### src/rtl/xrv_if.sv
`default_nettype none
// xrv_if - instruction fetch unit: single-outstanding word fetch, 3-halfword
// realignment buffer and one-instruction output register.  Rev 1.0
module xrv_if #(
    parameter logic [31:0] RESET_PC = 32'h0000_0000
) (
    input  logic        clk,
    input  logic        rstb,
    output logic        imem_req,
    output logic [31:0] imem_addr,
    input  logic        imem_ack,
    input  logic [31:0] imem_rdata,
    input  logic        stall,
    input  logic        flush,
    input  logic [31:0] flush_addr,
    input  logic        id_jmp,
    input  logic [31:0] id_jmp_addr,
    output logic [31:0] inst,
    output logic [31:0] inst_pc,
    output logic        inst_is_compressed,
    output logic        inst_valid
);

    localparam logic [31:0] ALIGN4 = 32'hFFFF_FFFC;
    localparam logic [31:0] ALIGN2 = 32'hFFFF_FFFE;

    logic [31:0] fetch_addr;
    logic        drop;
    logic        skip_lo;
    logic [15:0] hbuf [3];
    logic [1:0]  cnt;
    logic [31:0] head_pc;
    logic        out_full;

    logic        ack_hit;
    logic        push;
    logic        hold_req;
    logic        redirect;
    logic        can_issue;
    logic        first_c;
    logic        req_n;
    logic        launch;
    logic [31:0] tgt;
    logic [31:0] fetch_addr_n;
    logic [15:0] in_p0;
    logic [15:0] in_p1;
    logic [1:0]  in_n;
    logic [1:0]  take;
    logic [1:0]  cnt_n;
    logic [2:0]  avail;
    logic [15:0] cv [5];
    logic [15:0] hbuf_n [3];

    assign inst_valid = out_full & ~stall & ~flush;
    assign ack_hit    = imem_req & imem_ack;
    assign push       = ack_hit & ~drop;
    assign hold_req   = imem_req & ~imem_ack;
    assign redirect   = flush | (id_jmp & inst_valid);
    assign tgt        = flush ? flush_addr : id_jmp_addr;
    assign can_issue  = ~out_full | ~stall;

    assign in_p0 = skip_lo ? imem_rdata[31:16] : imem_rdata[15:0];
    assign in_p1 = imem_rdata[31:16];
    assign in_n  = push ? (skip_lo ? 2'd1 : 2'd2) : 2'd0;
    assign avail = {1'b0, cnt} + {1'b0, in_n};

    // Buffered parcels followed by this cycle's incoming parcels, so data
    // can issue in the same cycle it is acknowledged.
    always_comb begin
        case (cnt)
            2'd0:    cv = '{in_p0, in_p1, 16'h0, 16'h0, 16'h0};
            2'd1:    cv = '{hbuf[0], in_p0, in_p1, 16'h0, 16'h0};
            2'd2:    cv = '{hbuf[0], hbuf[1], in_p0, in_p1, 16'h0};
            default: cv = '{hbuf[0], hbuf[1], hbuf[2], in_p0, in_p1};
        endcase
    end

    assign first_c = (cv[0][1:0] != 2'b11);

    always_comb begin
        take = 2'd0;
        if (can_issue) begin
            if ((avail != 3'd0) && first_c) begin
                take = 2'd1;
            end else if (avail >= 3'd2) begin
                take = 2'd2;
            end
        end
    end

    always_comb begin
        case (take)
            2'd1:    hbuf_n = '{cv[1], cv[2], cv[3]};
            2'd2:    hbuf_n = '{cv[2], cv[3], cv[4]};
            default: hbuf_n = '{cv[0], cv[1], cv[2]};
        endcase
    end

    // Requests are only launched with at most one parcel left, so the sum
    // of buffer and incoming parcels never exceeds three.
    assign cnt_n  = avail[1:0] - take;
    assign req_n  = hold_req | redirect | ~cnt_n[1];
    assign launch = req_n & ~hold_req;

    always_comb begin
        if (redirect) begin
            fetch_addr_n = tgt & ALIGN4;
        end else if (push) begin
            fetch_addr_n = fetch_addr + 32'd4;
        end else begin
            fetch_addr_n = fetch_addr;
        end
    end

    always_ff @(posedge clk or negedge rstb) begin
        if (!rstb) begin
            imem_req   <= 1'b0;
            imem_addr  <= RESET_PC & ALIGN4;
            fetch_addr <= RESET_PC & ALIGN4;
        end else begin
            imem_req   <= req_n;
            fetch_addr <= fetch_addr_n;
            if (launch) begin
                imem_addr <= fetch_addr_n;
            end
        end
    end

    always_ff @(posedge clk or negedge rstb) begin
        if (!rstb) begin
            drop    <= 1'b0;
            skip_lo <= RESET_PC[1];
            cnt     <= 2'd0;
            head_pc <= RESET_PC & ALIGN2;
            hbuf    <= '{16'h0, 16'h0, 16'h0};
        end else if (redirect) begin
            // A request already in flight keeps its address; its data is dropped.
            drop    <= hold_req;
            skip_lo <= tgt[1];
            cnt     <= 2'd0;
            head_pc <= tgt & ALIGN2;
        end else begin
            if (ack_hit) begin
                drop <= 1'b0;
            end
            if (push) begin
                skip_lo <= 1'b0;
            end
            cnt     <= cnt_n;
            hbuf    <= hbuf_n;
            head_pc <= head_pc + {29'd0, take, 1'b0};
        end
    end

    always_ff @(posedge clk or negedge rstb) begin
        if (!rstb) begin
            out_full           <= 1'b0;
            inst               <= 32'h0;
            inst_pc            <= 32'h0;
            inst_is_compressed <= 1'b0;
        end else if (redirect) begin
            out_full <= 1'b0;
        end else if (can_issue) begin
            out_full <= (take != 2'd0);
            if (take != 2'd0) begin
                inst               <= (take == 2'd1) ? {16'h0, cv[0]} : {cv[1], cv[0]};
                inst_pc            <= head_pc;
                inst_is_compressed <= (take == 2'd1);
            end
        end
    end

endmodule
`default_nettype wire

### config.mk
export PLATFORM = sky130hd
export DESIGN_NAME = xrv_if
export DESIGN_NICKNAME = d
export VERILOG_FILES = /design/src/rtl/xrv_if.sv
export SDC_FILE = /design/constraint.sdc
export NUM_CORES = 1
export LEC_CHECK = 0
export CAP_MARGIN = 20
export CORE_MARGIN = 4
export CORE_UTILIZATION = 50
export CTS_CLUSTER_SIZE = 30
export DETAILED_ROUTE_END_ITERATION = 7
export DONT_BUFFER_PORTS = 1
export HOLD_SLACK_MARGIN = 0.05
export PLACE_DENSITY = 0.77
export SLEW_MARGIN = 10
export SYNTH_ARGS = -nofsm -noshare
export SYNTH_HDL_FRONTEND = slang
export SYNTH_SLANG_ARGS = --single-unit
### constraint.sdc
create_clock -name clk -period 7.05 [get_ports clk]
set_input_delay 0.705 -clock clk [delete_from_list [all_inputs] [get_ports clk]]
set_output_delay 0.705 -clock clk [all_outputs]
set_load 0.02 [all_outputs]
==> results of run 1 <==
==> worst max-delay path: stages, from the launching register on <==
cell and delay [ps]:
dfrtp_1 1030, and2_1 250, ha_1 160, fa_1 450
or3_1 370, o211ai_1 110, buf_4 260, nor2_2 80
buf_4 290, o21ai_4 880, buf_4 420, mux2_2 360
==> kinds of logic after synthesis <==
family,count (synthesis),share of synthesized area
xor gates and xnor gates,36,0.0282
other,1,0.000335
buffers and inverters,97,0.0376
muxes,115,0.110
and+or+nand+nor,297,0.142
DFF,213,0.476
AOI/OAI and AO/OA,351,0.197
adders and majority gates,7,0.00917
==> metal layers <==
metal,global-route usage,up-vias
met5,0,-
met4,0.0639,0
met3,0.0730,51
met2,0.326,431
met1,0.377,4341
li1,-,4073
==> sequential cells by signal, summed over array words and instances, names as in the netlist <==
register            count
imem_req                1
cnt                     2
fetch_addr             32
inst                   32
hbuf                   48
head_pc                31
out_full                1
imem_addr              32
skip_lo                 1
inst_pc                31
inst_is_compressed      1
drop                    1
==> final timing paths <==
path                                        endpoint  slack [ps]  cells past startpoint
setup / recovery                 inst[1]$_DFFE_PN0P_        2260                     11
hold / removal             imem_addr[19]$_DFFE_PN0P_         230                      1
setup reg to reg                 inst[1]$_DFFE_PN0P_        2260                     11
hold reg to reg                 hbuf[27]$_DFFE_PN0P_         480                      2
max in group asynchronous       hbuf[15]$_DFFE_PN0P_        5940                      1
min in group clk                    drop$_DFFE_PN0P_         260                      1
==> Yosys cell counts (11+ instances only) <==
| cell type | n |
|---|---|
| dfrtp_1 | 213 |
| o21ai_0 | 106 |
| a21oi_1 | 87 |
| nor2_1 | 75 |
| clkbuf_1 | 60 |
| mux2_2 | 58 |
| nand2_1 | 58 |
| mux2i_1 | 51 |
| a221oi_1 | 47 |
| a211oi_1 | 34 |
| nor2b_1 | 30 |
| and3_1 | 24 |
| xnor2_1 | 23 |
| a31oi_1 | 19 |
| nand3_1 | 17 |
| o22ai_1 | 16 |
| nand4_1 | 15 |
| o2bb2ai_1 | 15 |
| xor2_1 | 13 |
| o31ai_1 | 12 |
| and4_1 | 11 |
| inv_1 | 11 |
| or3_1 | 11 |
| or4_1 | 11 |
==> metrics by stage <==
step / cells / utilization / setup WS [ps]
after global placement: 1326 / 0.516 / 2290
final: 1369 / 0.554 / 2260
after detailed placement: 1326 / 0.516 / 2210
after global routing: 1369 / 0.554 / 1960
after CTS: 1367 / 0.553 / 2200
after floorplan: 1117 / - / 2430
==> where the power goes <==
part	internal, W	switching (W)
sequential	0.00169	0.000707
clock	0.000731	0.000505
combinational	0.000812	0.00118
total	0.00323	0.00239
==> area by class of cell <==
type                            instances  area [um2]
Fill cell                            1867        9770
Multi-Input combinational cell        807        5470
Sequential cell                       213        5330
Clock buffer                           28         613
Tap cell                              280         350
Clock inverter                         12         161
Timing Repair Buffer                   16         148
Inverter                               13        48.8
==> repair_timing <==
action	4_1_cts	5_1_grt
hold buffers	1	0
hold endpoints to repair	213	0
buffers inserted	0	0
==> metrics.yaml, run 1 <==
wl_met3_mm: 3.83
drtAntennaViolNets: 0
post-route-cell-area_um2: 12100
yosysWarnings: 0
grt_pass1_wl_mm: 47.9
die_area_um2: 24800
period_needed_ps: 4790
synth_area_leaders: "dfrtp_1, mux2_2, o21ai_0"
crit_fanout: 34
cts.clk_slew.worst_paths_ps: 70
dr.max_layer_used: "met4"
p_leak_nw: 4.83
hold-worst-slack_ps: 228
critPathArrivalTime_ps: 5200
drive_gt1_frac: 0.119
maxSlewViolCount: 0
finClkSkew_ps: 18.1
path_class: "reg2reg"
grt_pass1_vias: 8249
fin_crit_sh: 0.679
synth_top_area_share: 0.476
netlist_instances: 1117
cts_sinks: 213
cp-end-kind: "flop"
slew_headroom: 0.273
cts-resized-gates: 0
async_flop_share: 1.00
die_w_um: 158
rsz0062_at_grt: "false"
ys.flop_type: "dfrtp_1"
met2_length_mm: 12.9
grt_use_total: 0.242
io_pins: 201
cts_tree: "built"
cp.required_ps: 7460
syn-num-nets: 1226
hp-class: "in2async"
insertion_delay_ps: 520
syn_to_final_growth_pct: 8.34
cts-root-buf: "clkbuf_16"
drc: 0
synth_edf_count: 0
place_hpwl_mm: 21.3
synth.avg_cell_area_um2: 10.0
fin_nets: 1182
antenna_cells: 0
drt-met1-wl_mm: 13.5
power_w: 0.00562
synthesis.area_um2: 11200
start_util: 0.511
final-setup-viol-count: 0
clockBufferDepth: 3
crit_path_start: "skip_lo$_DFFE_PN0P_"
power.density_nw_per_um2: 464
ys_seq_area_frac: 0.476
overflow: 0
ys_ff_latch: 213
port_buffers: 0
synth_largest_area_cell: "dfrtp_1"
gp_congestion: 0.976
cts_made_buffers: 22
route.vias.total: 8896
worst_setup_path_start_kind: "flop"
maxCapViolCount: 0
final.setup.tns_ps: 0
worstMarginPinSlew_ps: 1090
die_y_um: 158
r2r_start: "skip_lo$_DFFE_PN0P_"
routed_via_density: 6.50
antenna_found_initial: 0
core_area_um2: 21900
hold_viol: 0
synthDistinctLibCells: 59
max_freq_mhz: 209
final_common_cell: "dfrtp_1"
mostFrequentLayoutCells: "dfrtp_1, o21ai_0, a21oi_1"
finalWirelength_mm: 30.9
fp-row-count: 54
htree_num_levels: 1
peakVddDrop_mv: 0.305
drt_first_pass_iters: 7
placed_area_um2: 11300
drtIter0Drc: 1109
grt_max_degree: 214
wire_per_inst_um: 22.6
status: "complete, no violations"
Note: power is estimated with default switching activity, not from simulation.
==> run 2: changes to the inputs <==
--- a/config.mk
+++ b/config.mk
@@ -12,7 +12,7 @@
 export DETAILED_ROUTE_END_ITERATION = 7
 export DONT_BUFFER_PORTS = 1
 export HOLD_SLACK_MARGIN = 0.05
-export PLACE_DENSITY = 0.77
+export PLACE_DENSITY = 0.8
 export SLEW_MARGIN = 10
 export SYNTH_ARGS = -nofsm -noshare
 export SYNTH_HDL_FRONTEND = slang
==> constraint.sdc (replaced) <==
create_clock -name clk -period 4.1 [get_ports clk]
set_input_delay 0.41 -clock clk [delete_from_list [all_inputs] [get_ports clk]]
set_output_delay 0.41 -clock clk [all_outputs]
set_load 0.02 [all_outputs]
==> run 2 against run 1 <==
The run now ends with negative hold slack left. Clock power grew 68%. Global-route usage increased by 0.86 points. Hold slack got worse by 640 ps. Highest routed layer is now met5. First-iteration DRC count up 2.1%. Non-clock buffer count grew 25. Die area is the same. Sequential power rose by 71%. Clock-buffer cell count is the same.
==> metrics.yaml, run 2 (synthesis results as in run 1) <==
path_class: "reg2reg"
die_y_um: 158
clockBufferDepth: 3
worst_setup_path_start_kind: "flop"
drtAntennaViolNets: 0
die_area_um2: 24800
syn_to_final_growth_pct: 10.7
fin_crit_sh: 0.939
cp.required_ps: 4470
period_needed_ps: 3850
place_hpwl_mm: 21.5
cts-root-buf: "clkbuf_16"
antenna_found_initial: 1
n_fill_cell: 1830
final_common_cell: "dfrtp_1"
wire_per_inst_um: 22.8
path_common_cell: "and3b_2"
drc: 0
peakVddDrop_mv: 0.453
drt_first_pass_iters: 7
critPathMaxStageDelay_ps: 560
fin_nets: 1207
power.density_nw_per_um2: 786
finalWirelength_mm: 31.7
slew_headroom: 0.285
maxCapViolCount: 0
maxSlewViolCount: 0
cts_tree: "built"
gp_congestion: 0.942
failed_checks: "negative hold slack"
max_freq_mhz: 260
fp-row-count: 54
core_area_um2: 21900
insertion_delay_ps: 520
overflow: 0
grt_pass1_vias: 8725
hp-class: "in2async"
io_pins: 201
p_leak_nw: 4.92
cts_sinks: 213
grt_pass1_wl_mm: 49.9
cts_hold_buf: 18
routed_via_density: 6.57
dp_cells: 1336
register_area_um2: 5330
htree_num_levels: 1
mostFrequentLayoutCells: "dfrtp_1, o21ai_0, a21oi_1"
cts-resized-gates: 0
worstMarginPinSlew_ps: 1070
instances_no_fill: 1392
cts_made_buffers: 22
critPathArrivalTime_ps: 4210
hold_viol: 213
hold-worst-slack_ps: -415
die_w_um: 158
critPathSlowestCell: "fa_1"
multi_input_area_um2: 5520
grt_max_degree: 214
drtIter0Drc: 1132
cts.clk_slew.worst_paths_ps: 60
largest_reg_flops: 48
route.vias.total: 9148
antenna_cells: 0
place_ws_ps: 268
rsz0062_at_grt: "false"
start_util: 0.511
final-setup-viol-count: 0
drive_gt1_frac: 0.131
grt_use_total: 0.250
crit_fanout: 7
top_register: "hbuf"
finClkSkew_ps: 16.2
crit_path_cell_trace: "and3b_2, and2_1, ha_2, fa_1, or3_4, o211ai_1, nor2_2, ha_4, inv_2, fa_2, and3b_2, nand4_1, buf_4, nor3_1, xnor2_1, a21oi_1"
port_buffers: 0
cp-end-kind: "flop"
status: "complete, but fails checks"
finalWorstSetupSlack_ps: 252
-- run 2: path summary, 6_finish.rpt --
| path | startpoint | endpoint | slack, ps | depth (start not counted) |
|---|---|---|---|---|
| min in group clk | imem_rdata[5] | hbuf[5]$_DFFE_PN0P_ | 110 | 2 |
| setup reg to reg | imem_req$_DFF_PN0_ | head_pc[21]$_DFF_PN0_ | 250 | 16 |
| hold / removal | rstb | imem_addr[21]$_DFFE_PN0P_ | -420 | 0 |
| setup / recovery | imem_req$_DFF_PN0_ | head_pc[21]$_DFF_PN0_ | 250 | 16 |
| hold reg to reg | fetch_addr[0]$_DFF_PN0_ | fetch_addr[0]$_DFF_PN0_ | 480 | 1 |
| max in group asynchronous | rstb | inst[26]$_DFFE_PN0P_ | 4270 | 0 |
-- run 2: layout make-up --
cell class	instances	area share
inverter	13	0.00394
clock inverter	10	0.0116
timing repair buffer	41	0.0315
clock buffer	28	0.0487
multi-input combinational	807	0.446
tap	280	0.0283
sequential	213	0.430
-- run 2: repair_timing --
item | in CTS | in global routing
setup endpoints to repair | 0 | 0
hold endpoints to repair | 231 | 213
buffers inserted | 0 | 0
-- run 2: worst max-delay path, delay by kind of cell, from the launching register on --
family / cells / cell delay [ps]
simple gates: 7 / 1460
fa+ha+maj: 4 / 1250
flops: 1 / 400
buf+inv: 2 / 240
compound gates: 2 / 200
xor+xnor: 1 / 150
-- run 2: stage by stage --
step / util / total power [W] / hold slack [ps] / area (um2) / setup TNS, ps
CTS: 0.566 / 0.00972 / -427 / 12400 / 0
detailed placement: 0.524 / 0.00761 / 118 / 11500 / 0
global placement: 0.524 / 0.00745 / 118 / 11500 / 0
global route: 0.566 / 0.0103 / -428 / 12400 / 0
floorplan: - / 0.00662 / 114 / 11300 / -108
finish: 0.566 / 0.00973 / -415 / 12400 / 0
-- run 2: routing by layer --
metal	vias to the layer above	part of all wire	routed length [um]	GRT usage
met3	71	0.12	3740	0.0804
met1	4470	0.43	13700	0.377
met5	-	0.00063	20	0
li1	4129	-	-	-
met4	2	0.026	817	0.0561
met2	476	0.42	13400	0.355
-- run 2: where the power goes --
| group | internal [W] | switching (W) | total (W) |
|---|---|---|---|
| Sequential | 0.00291 | 0.00119 | 0.00410 |
| Clock | 0.00123 | 0.000853 | 0.00208 |
| Combinational | 0.00150 | 0.00205 | 0.00355 |
